<file path="src/rtl/ntt_pkg.sv">
// Shared NTT constants and the Gentleman-Sande butterfly state type.
package ntt_pkg;
    localparam int WIDTH    = 32;
    localparam int Q        = 3329;
    localparam int MUL_BITS = $clog2(Q);
    localparam int INV2     = (Q + 1) / 2;

    typedef enum logic [1:0] {IDLE, MUL, DONE} gs_state_t;
endpackage

</file>
<file path="src/rtl/mod_add.sv">
// Combinational (x + y) mod Q for operands already reduced below Q.
module mod_add #(
    parameter int WIDTH = 32,
    parameter int Q     = 3329
) (
    input  logic [WIDTH-1:0] x,
    input  logic [WIDTH-1:0] y,
    output logic [WIDTH-1:0] s
);
    logic [WIDTH:0] sum;

    assign sum = {1'b0, x} + {1'b0, y};
    // The reduced result always fits in WIDTH bits, so subtract in the narrow domain.
    assign s   = (sum >= (WIDTH+1)'(Q)) ? sum[WIDTH-1:0] - WIDTH'(Q) : sum[WIDTH-1:0];
endmodule

</file>
<file path="src/rtl/mod_sub.sv">
// Combinational (x - y) mod Q for operands already reduced below Q.
module mod_sub #(
    parameter int WIDTH = 32,
    parameter int Q     = 3329
) (
    input  logic [WIDTH-1:0] x,
    input  logic [WIDTH-1:0] y,
    output logic [WIDTH-1:0] d
);
    // x + Q - y may wrap mod 2^WIDTH in the middle, but the final value is exact.
    assign d = (x >= y) ? x - y : x + WIDTH'(Q) - y;
endmodule

</file>
<file path="src/rtl/gs_butterfly_seq.sv">
// Sequential GS butterfly: u = a+b, v = (a-b)*w mod Q via bit-serial double-and-add.
// Build option: GS_BUTTERFLY_HALVE_EN scales u and v by 2^-1 mod Q on registration.
module gs_butterfly_seq
    import ntt_pkg::*;
#(
    parameter int P_WIDTH    = WIDTH,
    parameter int P_Q        = Q,
    parameter int P_MUL_BITS = MUL_BITS
) (
    input  logic               clk,
    input  logic               rst_n,
    input  logic               in_valid,
    output logic               in_ready,
    input  logic [P_WIDTH-1:0] a,
    input  logic [P_WIDTH-1:0] b,
    input  logic [P_WIDTH-1:0] w,
    output logic               out_valid,
    input  logic               out_ready,
    output logic [P_WIDTH-1:0] u,
    output logic [P_WIDTH-1:0] v
);
    localparam int CW = (P_MUL_BITS > 1) ? $clog2(P_MUL_BITS) : 1;
    localparam int IW = (P_WIDTH > 1) ? $clog2(P_WIDTH) : 1;

    gs_state_t         state, state_nx;
    logic [P_WIDTH-1:0] acc, t, wreg;
    logic [CW-1:0]      cnt;
    logic               fin;
    logic [P_WIDTH-1:0] sum_ab, diff_ab, s2, addend, acc_nx;
    logic [IW-1:0]      bidx;

`ifdef GS_BUTTERFLY_HALVE_EN
    function automatic logic [P_WIDTH-1:0] scale(input logic [P_WIDTH-1:0] x);
        return x[0] ? P_WIDTH'(({1'b0, x} + (P_WIDTH+1)'(P_Q)) >> 1) : x >> 1;
    endfunction
`else
    function automatic logic [P_WIDTH-1:0] scale(input logic [P_WIDTH-1:0] x);
        return x;
    endfunction
`endif

    mod_add #(.WIDTH(P_WIDTH), .Q(P_Q)) u_add_ab  (.x(a),   .y(b),      .s(sum_ab));
    mod_sub #(.WIDTH(P_WIDTH), .Q(P_Q)) u_sub_ab  (.x(a),   .y(b),      .d(diff_ab));
    mod_add #(.WIDTH(P_WIDTH), .Q(P_Q)) u_add_dbl (.x(acc), .y(acc),    .s(s2));
    mod_add #(.WIDTH(P_WIDTH), .Q(P_Q)) u_add_acc (.x(s2),  .y(addend), .s(acc_nx));

    assign bidx   = IW'(cnt);
    assign addend = wreg[bidx] ? t : '0;

    always_ff @(posedge clk or negedge rst_n) begin
        if (!rst_n) state <= IDLE;
        else        state <= state_nx;
    end

    always_comb begin
        state_nx = state;
        case (state)
            IDLE:    if (in_valid) state_nx = MUL;
            MUL:     if (fin)      state_nx = DONE;
            DONE:    if (out_ready) state_nx = IDLE;
            default: state_nx = IDLE;
        endcase
    end

    always_comb begin
        in_ready  = (state == IDLE);
        out_valid = (state == DONE);
    end

    // MUL runs MUL_BITS multiply steps, then one cycle to register v.
    always_ff @(posedge clk or negedge rst_n) begin
        if (!rst_n) begin
            u    <= '0;
            v    <= '0;
            t    <= '0;
            wreg <= '0;
            acc  <= '0;
            cnt  <= '0;
            fin  <= 1'b0;
        end else begin
            case (state)
                IDLE: if (in_valid) begin
                    u    <= scale(sum_ab);
                    t    <= diff_ab;
                    wreg <= w;
                    acc  <= '0;
                    cnt  <= CW'(P_MUL_BITS - 1);
                    fin  <= 1'b0;
                end
                MUL: if (!fin) begin
                    acc <= acc_nx;
                    if (cnt == '0) fin <= 1'b1;
                    else           cnt <= cnt - 1'b1;
                end else begin
                    v <= scale(acc);
                end
                default: ;
            endcase
        end
    end
endmodule

</file>
<file path="config.mk">
export PLATFORM = sky130hd
export DESIGN_NAME = gs_butterfly_seq
export DESIGN_NICKNAME = d
export VERILOG_FILES = /design/src/rtl/ntt_pkg.sv /design/src/rtl/mod_add.sv /design/src/rtl/mod_sub.sv /design/src/rtl/gs_butterfly_seq.sv
export SDC_FILE = /design/constraint.sdc
export NUM_CORES = 1
export LEC_CHECK = 0
export ABC_AREA = 1
export BUFFER_PORTS_ARGS = -buffer_cell sky130_fd_sc_hd__buf_2
export CORE_MARGIN = 1.5
export CORE_UTILIZATION = 56
export CTS_CLUSTER_DIAMETER = 80
export DETAILED_ROUTE_END_ITERATION = 10
export PLACE_DENSITY = 0.79
export SYNTH_ARGS = -nofsm -noshare
export SYNTH_HDL_FRONTEND = slang
export SYNTH_SLANG_ARGS = --single-unit
</file>
<file path="constraint.sdc">
create_clock -name clk -period 4.5 [get_ports clk]
set_clock_uncertainty 0.05 [all_clocks]
set_input_delay 0.45 -clock clk [delete_from_list [all_inputs] [get_ports clk]]
set_output_delay 0.45 -clock clk [all_outputs]
set_load 0.005 [all_outputs]
</file>
==> summary.md, run 1 <==
| Metric | Value |
|---|---|
| Worst-Skew Late Latency | `0.47 ns` |
| CP max FO | `6` |
| Final hold vios | `14` |
| Largest net degree at the start of global routing | `93` |
| CP delay by family, top | `simple AND/OR/NAND/NOR gates` |
| DP Cell Count | `3845` |
| Initial Utilization | `0.5734` |
| Post-synth top area cell | `dfrtp_1` |
| Number of synthesized flops with an enable pin | `0` |
| Max Root-Sink Buffers | `2` |
| Synth Instances | `3134` |
| Worst slack, placed | `-0.2795 ns` |
| Sequential fraction of the synthesis area | `0.2010` |
| H-tree depth | `4` |
| Launch point of the worst path | `acc[5]$_DFFE_PN0P_` |
| Kind of critical path | `reg2reg` |
| Synth Cell Area | `18800 µm²` |
| Drt drc | `0` |
| Status | `complete, but fails checks` |
| Grt ovf | `0` |
| Ports | `166` |
| Crit path depth | `33` |
| Crit path capture type | `flop` |
| Hpwl dp | `56.37 mm` |
| Reg2reg start | `acc[5]$_DFFE_PN0P_` |
| Vias per inst | `5.750` |
| ANT nets after route | `0` |
| Worst Max-Slew Pin Slew | `0.9482 ns` |
| Die Span Y | `186.2 µm` |
| Worst Setup EP | `acc[9]$_DFFE_PN0P_` |
| CP arrival | `5.72 ns` |
| RR Endpoint | `acc[9]$_DFFE_PN0P_` |
| TritonCTS clock tree | `yes` |
| Critical Path Max Stage Delay | `0.81 ns` |
| Synth-to-Final Area Change | `25.29%` |
| Worst-path clk slew | `0.09 ns` |
| Synthesized area per cell | `5.998 µm²` |
| Vias in the first global route | `20510` |
| Commonest non-fill, non-tap cell in the layout | `nand2_1` |
| Max-slew violation count | `0` |
| Prevailing post-synth register cell | `dfrtp_1` |
| # clock sinks | `151` |
| CP dominant cell by count | `nand2_1` |
| #FFs+latches synth | `151` |
| Final setup violation count | `32` |
| Critical Path Start Type | `flop` |
| DP Area | `21200 µm²` |
| Vias | `22500` |
| Global-route wire length before repair | `107.1 mm` |
| Total GRT Usage | `0.4081` |
| Syn_nets | `3401` |
| Async SR Flop Fraction | `1.000` |
| Buffers added on ports | `149` |
| Most frequent cells in the layout | `nand2_1 (873), inv_1 (503), nor2_1 (279), nand3_1 (205), buf_4 (203)` |
| Post-route cell area | `23550 µm²` |
| Rows | `66` |
| Total wire length | `77.86 mm` |
| FMAX | `185.0 MHz` |
| Chip width | `186.2 µm` |
| Routability cong. | `1.077` |
| Slew HR | `0.3679` |
| DRT iter0 DRCs | `2235` |
| DRT Pass-1 Iters | `7` |
| Violated checks | `hold timing, setup timing` |
| Tmin final | `5.406 ns` |
| Max cap viols | `0` |
| Fill cell count | `2730` |
| Layout cells sized above 1 | `0.2261` |
| Slowest cell on the critical path | `dfrtp_1` |
| Fin nets | `3721` |
| Core area | `32780 µm²` |
| Initial antenna violation count | `4` |
| Final setup margin | `-0.9059 ns` |
| RSZ-0062 raised after global routing | `true` |
| Non-filler cells, final | `3913` |
| FF-to-FF path depth | `33` |
| Largest cells by area after synthesis | `dfrtp_1 (20%), nand2_1 (19%), inv_1 (10%)` |
| R2R setup slack | `-0.91 ns` |
| Data required time of the critical path | `4.82 ns` |
| Final Cycle Share | `1.201` |
| Hold slack final | `-0.02993 ns` |
| Wire per inst | `19.90 µm` |
| Synth warn | `0` |
| Hold crit path type | `in2async` |
| Synth unique cells | `51` |
| WP buf/inv | `6` |
| Num CTS Buffers | `17` |
| Clock root buffer | `clkbuf_16` |
| Die ar. | `34680 µm²` |
| Post-synth top area share | `0.2010` |
[routing by layer]
layer  routed length (µm)  share of wire  vias to the layer above  global-route usage
met1                27740           0.36                    10360              0.4675
met4                 7078          0.091                        2              0.3068
met5                   73        0.00094                        -                   0
li1                     -              -                    10430                   -
met3                 8451           0.11                      375             0.08372
met2                34520           0.44                     1338              0.6739
[what timing repair did]
action / CTS / global route
pin swaps: 4 / 89
setup buffers: 2 / 28
hold endpoints to repair: 0 / 0
resized for setup: 27 / 327
cloned: 0 / 2
endpoints found under the setup margin: 32 / 32
hold buffers: 0 / 0
[synthesized netlist by cell type (31+ instances only)]
cell type,instances
dfrtp_1,151
clkbuf_1,31
xor2_1,79
a21oi_1,137
ha_1,137
inv_2,37
nor3_1,32
nand2_2,36
nand4_1,54
nor2_1,323
inv_1,510
o21ai_0,153
nand2_1,964
nand3_1,231
[cell type report]
cell class | instances | area (µm²) | area share
clock buffer | 18 | 439.2 | 0.01865
antenna | 4 | 10.01 | 0.0004250
inverter | 553 | 2078 | 0.08824
timing repair buffer | 368 | 2510 | 0.1066
clock inverter | 14 | 162.7 | 0.006906
multi-input combinational | 2363 | 14010 | 0.5951
sequential | 151 | 3784 | 0.1607
tap | 442 | 553.0 | 0.02348
[sequential cells by signal, indices dropped and copies added (netlist names)]
signal  count
wreg       16
v          32
state       2
cnt         4
fin         1
t          32
u          32
acc        32
[worst min path at each step]
| stage | startpoint | to | slack (ns) | cells after the start |
|---|---|---|---|---|
| floorplan | rst_n | acc[0]$_DFFE_PN0P_ | 0.10 | 0 |
| global route | rst_n | acc[5]$_DFFE_PN0P_ | 0.08 | 1 |
| global placement | v[2]$_DFFE_PN0P_ | v[2]$_DFFE_PN0P_ | 0.40 | 2 |
| detailed placement | v[5]$_DFFE_PN0P_ | v[5]$_DFFE_PN0P_ | 0.41 | 2 |
| CTS | rst_n | t[4]$_DFFE_PN0P_ | 0.05 | 1 |
| finish | rst_n | acc[5]$_DFFE_PN0P_ | -0.03 | 1 |
[through the flow]
stage	setup TNS (ns)	hold WS [ns]	util
after floorplan	0	0.1044	-
after CTS	-0.01957	0.04668	0.6689
after global placement	-3.139	0.4034	0.6466
after detailed placement	-6.242	0.4055	0.6466
after global routing	-30.24	0.08032	0.7182
final	-22.06	-0.02993	0.7184
[cell families (layout without fill, tap and decap cells)]
family | count (synthesis) | in the layout | share of synthesized area
xor gates and xnor gates | 96 | 96 | 0.04553
AOI/OAI and AO/OA | 373 | 373 | 0.1087
other | 0 | 4 | 0
buffers and inverters | 620 | 953 | 0.1290
and+or+nand+nor | 1725 | 1725 | 0.3916
adders and majority gates | 167 | 167 | 0.1231
DFF | 151 | 151 | 0.2010
muxes | 2 | 2 | 0.001065
Power of run 1 is left out: the tool's default activity adds up to more than one toggle a clock period on the data nets, which glitch-free logic cannot reach.
==> inputs of run 2 (changes only) <==
Settings changed: ABC_AREA 1 to not set, CELL_PAD_IN_SITES_DETAIL_PLACEMENT set to 1, CELL_PAD_IN_SITES_GLOBAL_PLACEMENT set to 1, CORE_UTILIZATION 56 to 41, PLACE_DENSITY 0.79 to not set, PLACE_DENSITY_LB_ADDON set to 0.1.
==> run 2 against run 1 <==
Net effect: the run still ends with hold timing, setup timing left; global-route usage shrank 12 points; clock-buffer cell count is the same; wire length shrank 25%; critical endpoint unchanged; largest cell class unchanged.
==> summary.md, run 2 <==
| Metric | Value |
|---|---|
| Status | `complete, but fails checks` |
| Violated checks | `hold timing, setup timing` |
| TritonCTS clock tree | `yes` |
| Post-synth top area cell | `dfrtp_1` |
| Data required time of the critical path | `4.76 ns (-0.06 ns)` |
| Worst-path clk slew | `0.07 ns (-0.02 ns)` |
| Sw Pwr | `8.364 mW` |
| Crit path capture type | `flop` |
| Most frequent cell after synthesis | `nand2_1` |
| Buffers added on ports | `149 (unchanged)` |
| Final setup margin | `-1.360 ns (-0.4537 ns)` |
| Seq pwr share | `0.134` |
| Critical Path Max Stage Delay | `0.58 ns (-0.23 ns)` |
| Switching Share | `0.4654` |
| Tmin final | `5.860 ns (+0.4537 ns)` |
| Final hold vios | `7 (-7)` |
| DP Area | `19730 µm² (-6.9%)` |
| Comb pwr share | `0.788` |
| Num CTS Buffers | `17 (unchanged)` |
| H-tree depth | `4 (unchanged)` |
| Setup TNS | `-39.87 ns (-17.81 ns)` |
| PwrDens | `837.2 nW/µm²` |
| Multi-input gate area | `12060 µm² (-14%)` |
| Internal power of the cells | `9.610 mW` |
| Most frequent cells in the layout | `buf_4 (355), nand2_1 (222), inv_1 (179), dfrtp_1 (151), buf_2 (148)` |
| Total power | `17.97 mW` |
| Total GRT Usage | `0.2842 (-0.1239)` |
| Vias | `16260 (-28%)` |
| Initial antenna violation count | `0 (-4)` |
| Number of synthesized flops with an enable pin | `0 (unchanged)` |
| Chip width | `201.0 µm (+7.9%)` |
| Critical Path Start Type | `flop` |
| Sequential fraction of the synthesis area | `0.2351 (+0.03412)` |
| Grt ovf | `0 (unchanged)` |
| Slowest cell on the critical path | `or4_4` |
| Synthesized area per cell | `8.011 µm² (+34%)` |
| Ports | `166 (unchanged)` |
| CP max FO | `13 (+7)` |
| Hold crit path type | `in2async` |
| Final Cycle Share | `1.302 (+0.1008)` |
| DRT Pass-1 Iters | `5 (-2)` |
| Total wire length | `58.46 mm (-25%)` |
| DRT iter0 DRCs | `656 (-71%)` |
| Hold slack final | `-0.01749 ns (+0.01243 ns)` |
| Max cap viols | `0 (unchanged)` |
| #FFs+latches synth | `151 (unchanged)` |
| Core area | `38650 µm² (+18%)` |
| Global-route wire length before repair | `92.06 mm (-14%)` |
| Worst-Skew Late Latency | `0.45 ns (-0.02 ns)` |
| Kind of critical path | `reg2reg` |
| Lkg Pwr | `10.29 nW` |
| Worst Setup EP | `acc[9]$_DFFE_PN0P_` |
| Async SR Flop Fraction | `1.000 (unchanged)` |
| Synth unique cells | `106 (+110%)` |
| Post-synth top area share | `0.2351 (+0.03412)` |
| # clock sinks | `151 (unchanged)` |
| DP Cell Count | `2918 (-24%)` |
| Initial Utilization | `0.4158 (-0.1576)` |
| Prevailing post-synth register cell | `dfrtp_1` |
| Peak VDD IR | `474.0 µV` |
| Die ar. | `40390 µm² (+16%)` |
| Routability cong. | `0.9225 (-14%)` |
| R2R setup slack | `-1.36 ns (-0.45 ns)` |
| Fill cell count | `4669 (+71%)` |
| Layout cells sized above 1 | `0.3098 (+0.08367)` |
| Synth Instances | `2006 (-36%)` |
| Wire per inst | `19.51 µm (-2.0%)` |
| Final setup violation count | `32 (unchanged)` |
| Max Root-Sink Buffers | `2 (unchanged)` |
| Rows | `72 (+9.1%)` |
| Final Util | `0.5555 (-0.1629)` |
| Antenna cells | `0 (-4)` |
| Synth-to-Final Area Change | `33.60%` |
| Drt drc | `0 (unchanged)` |
| Most common library cells after synthesis | `nand2_1 (228), inv_1 (180), nor2_1 (154)` |
| Largest net degree at the start of global routing | `124 (+33%)` |
| Max-slew violation count | `0 (unchanged)` |
| RSZ-0062 raised after global routing | `true` |
| Clock power frac | `0.078` |
| Worst slack, placed | `-1.420 ns (-1.140 ns)` |
| Reg2reg start | `acc[2]$_DFFE_PN0P_` |
| FF-to-FF path depth | `30 (-9.1%)` |
| Hpwl dp | `45.67 mm (-19%)` |
| FMAX | `170.7 MHz (-7.7%)` |
| Synth Cell Area | `16070 µm² (-15%)` |
| Syn_nets | `2273 (-33%)` |
| Clock root buffer | `clkbuf_16` |
| Largest cells by area after synthesis | `dfrtp_1 (24%), ha_1 (11%), xnor2_1 (7.5%)` |
| CP dominant cell by count | `buf_4` |
| Worst Max-Slew Pin Slew | `0.8438 ns (-0.1044 ns)` |
| Fin nets | `2733 (-27%)` |
| Reg area | `3779 µm² (-0.13%)` |
| Commonest non-fill, non-tap cell in the layout | `buf_4` |
| Vias per inst | `5.427 (-5.6%)` |
| RR Endpoint | `acc[9]$_DFFE_PN0P_` |
| Synth warn | `0 (unchanged)` |
| Cts hold-fix bufs | `0 (unchanged)` |
| Vias in the first global route | `17290 (-16%)` |
| Non-filler cells, final | `2997 (-23%)` |
| ANT nets after route | `0 (unchanged)` |
| Die Span Y | `201.0 µm (+7.9%)` |
| Slew HR | `0.4375 (+0.06962)` |
| Post-route cell area | `21470 µm² (-8.8%)` |
| Launch point of the worst path | `acc[2]$_DFFE_PN0P_` |
| CP arrival | `6.12 ns (+0.40 ns)` |
==> run 2: area by class of cell <==
class,instances,share of cell area
Clock inverter,14,0.005770
Multi-Input combinational cell,1592,0.5617
Inverter,181,0.03176
Tap cell,518,0.03019
Sequential cell,151,0.1760
Clock buffer,18,0.02046
Timing Repair Buffer,523,0.1741
==> run 2: layer usage <==
| layer | global-route usage | routed length, µm | share of wire |
|---|---|---|---|
| met4 | 0.09882 | 1815 | 0.031 |
| met1 | 0.3599 | 25990 | 0.44 |
| met5 | 0 | 0 | 0 |
| met3 | 0.01640 | 1236 | 0.021 |
| met2 | 0.5114 | 29420 | 0.50 |
==> run 2: cells by family after synthesis <==
| kind of cell | after synthesis | synth area share |
|---|---|---|
| simple gates | 671 | 0.2055 |
| compound gates | 516 | 0.2101 |
| buf+inv | 263 | 0.06509 |
| xor+xnor | 190 | 0.1036 |
| fa+ha+maj | 167 | 0.1440 |
| flops | 151 | 0.2351 |
| mux | 48 | 0.03652 |
==> run 2: how the worst min path moves through the flow <==
stage / end / depth (start not counted) / slack, ns / start
2_1_floorplan: acc[0]$_DFFE_PN0P_ / 0 / 0.10 / rst_n
3_3_place_gp: t[27]$_DFFE_PN0P_ / 2 / 0.40 / t[27]$_DFFE_PN0P_
3_5_place_dp: t[17]$_DFFE_PN0P_ / 1 / 0.41 / t[17]$_DFFE_PN0P_
4_1_cts: v[5]$_DFFE_PN0P_ / 1 / 0.02 / rst_n
5_1_grt: fin$_DFFE_PN0P_ / 1 / 0.06 / rst_n
6_report: v[5]$_DFFE_PN0P_ / 1 / -0.02 / rst_n
==> run 2: timing repair <==
| action | CTS | global route |
|---|---|---|
| buffers inserted | 27 | 19 |
| cloned | 2 | 0 |
| setup endpoints to repair | 32 | 32 |
| resized for setup | 90 | 69 |
| pin swaps | 44 | 51 |
==> run 2: power groups by stage <==
stage	clock network, mW	registers [mW]	logic (mW)
after CTS	1.42	2.41	12.9
after global placement	0	2.39	11.4
after detailed placement	0	2.42	11.8
after floorplan	0	2.40	6.46
after global routing	1.47	2.49	15.2
final	1.40	2.41	14.2
==> run 2: worst max-delay path, delay by kind of cell, from the launching register on <==
kind | cells | cell delay [ns]
AO/OA/AOI/OAI | 6 | 0.79
XOR/XNOR | 2 | 0.25
adder cells (fa/ha/maj) | 1 | 0.31
buffers and inverters | 7 | 0.92
flip-flops | 1 | 0.38
multiplexers | 1 | 0.21
AND/OR/NAND/NOR | 13 | 2.76
(Power assumes the default switching activity.)
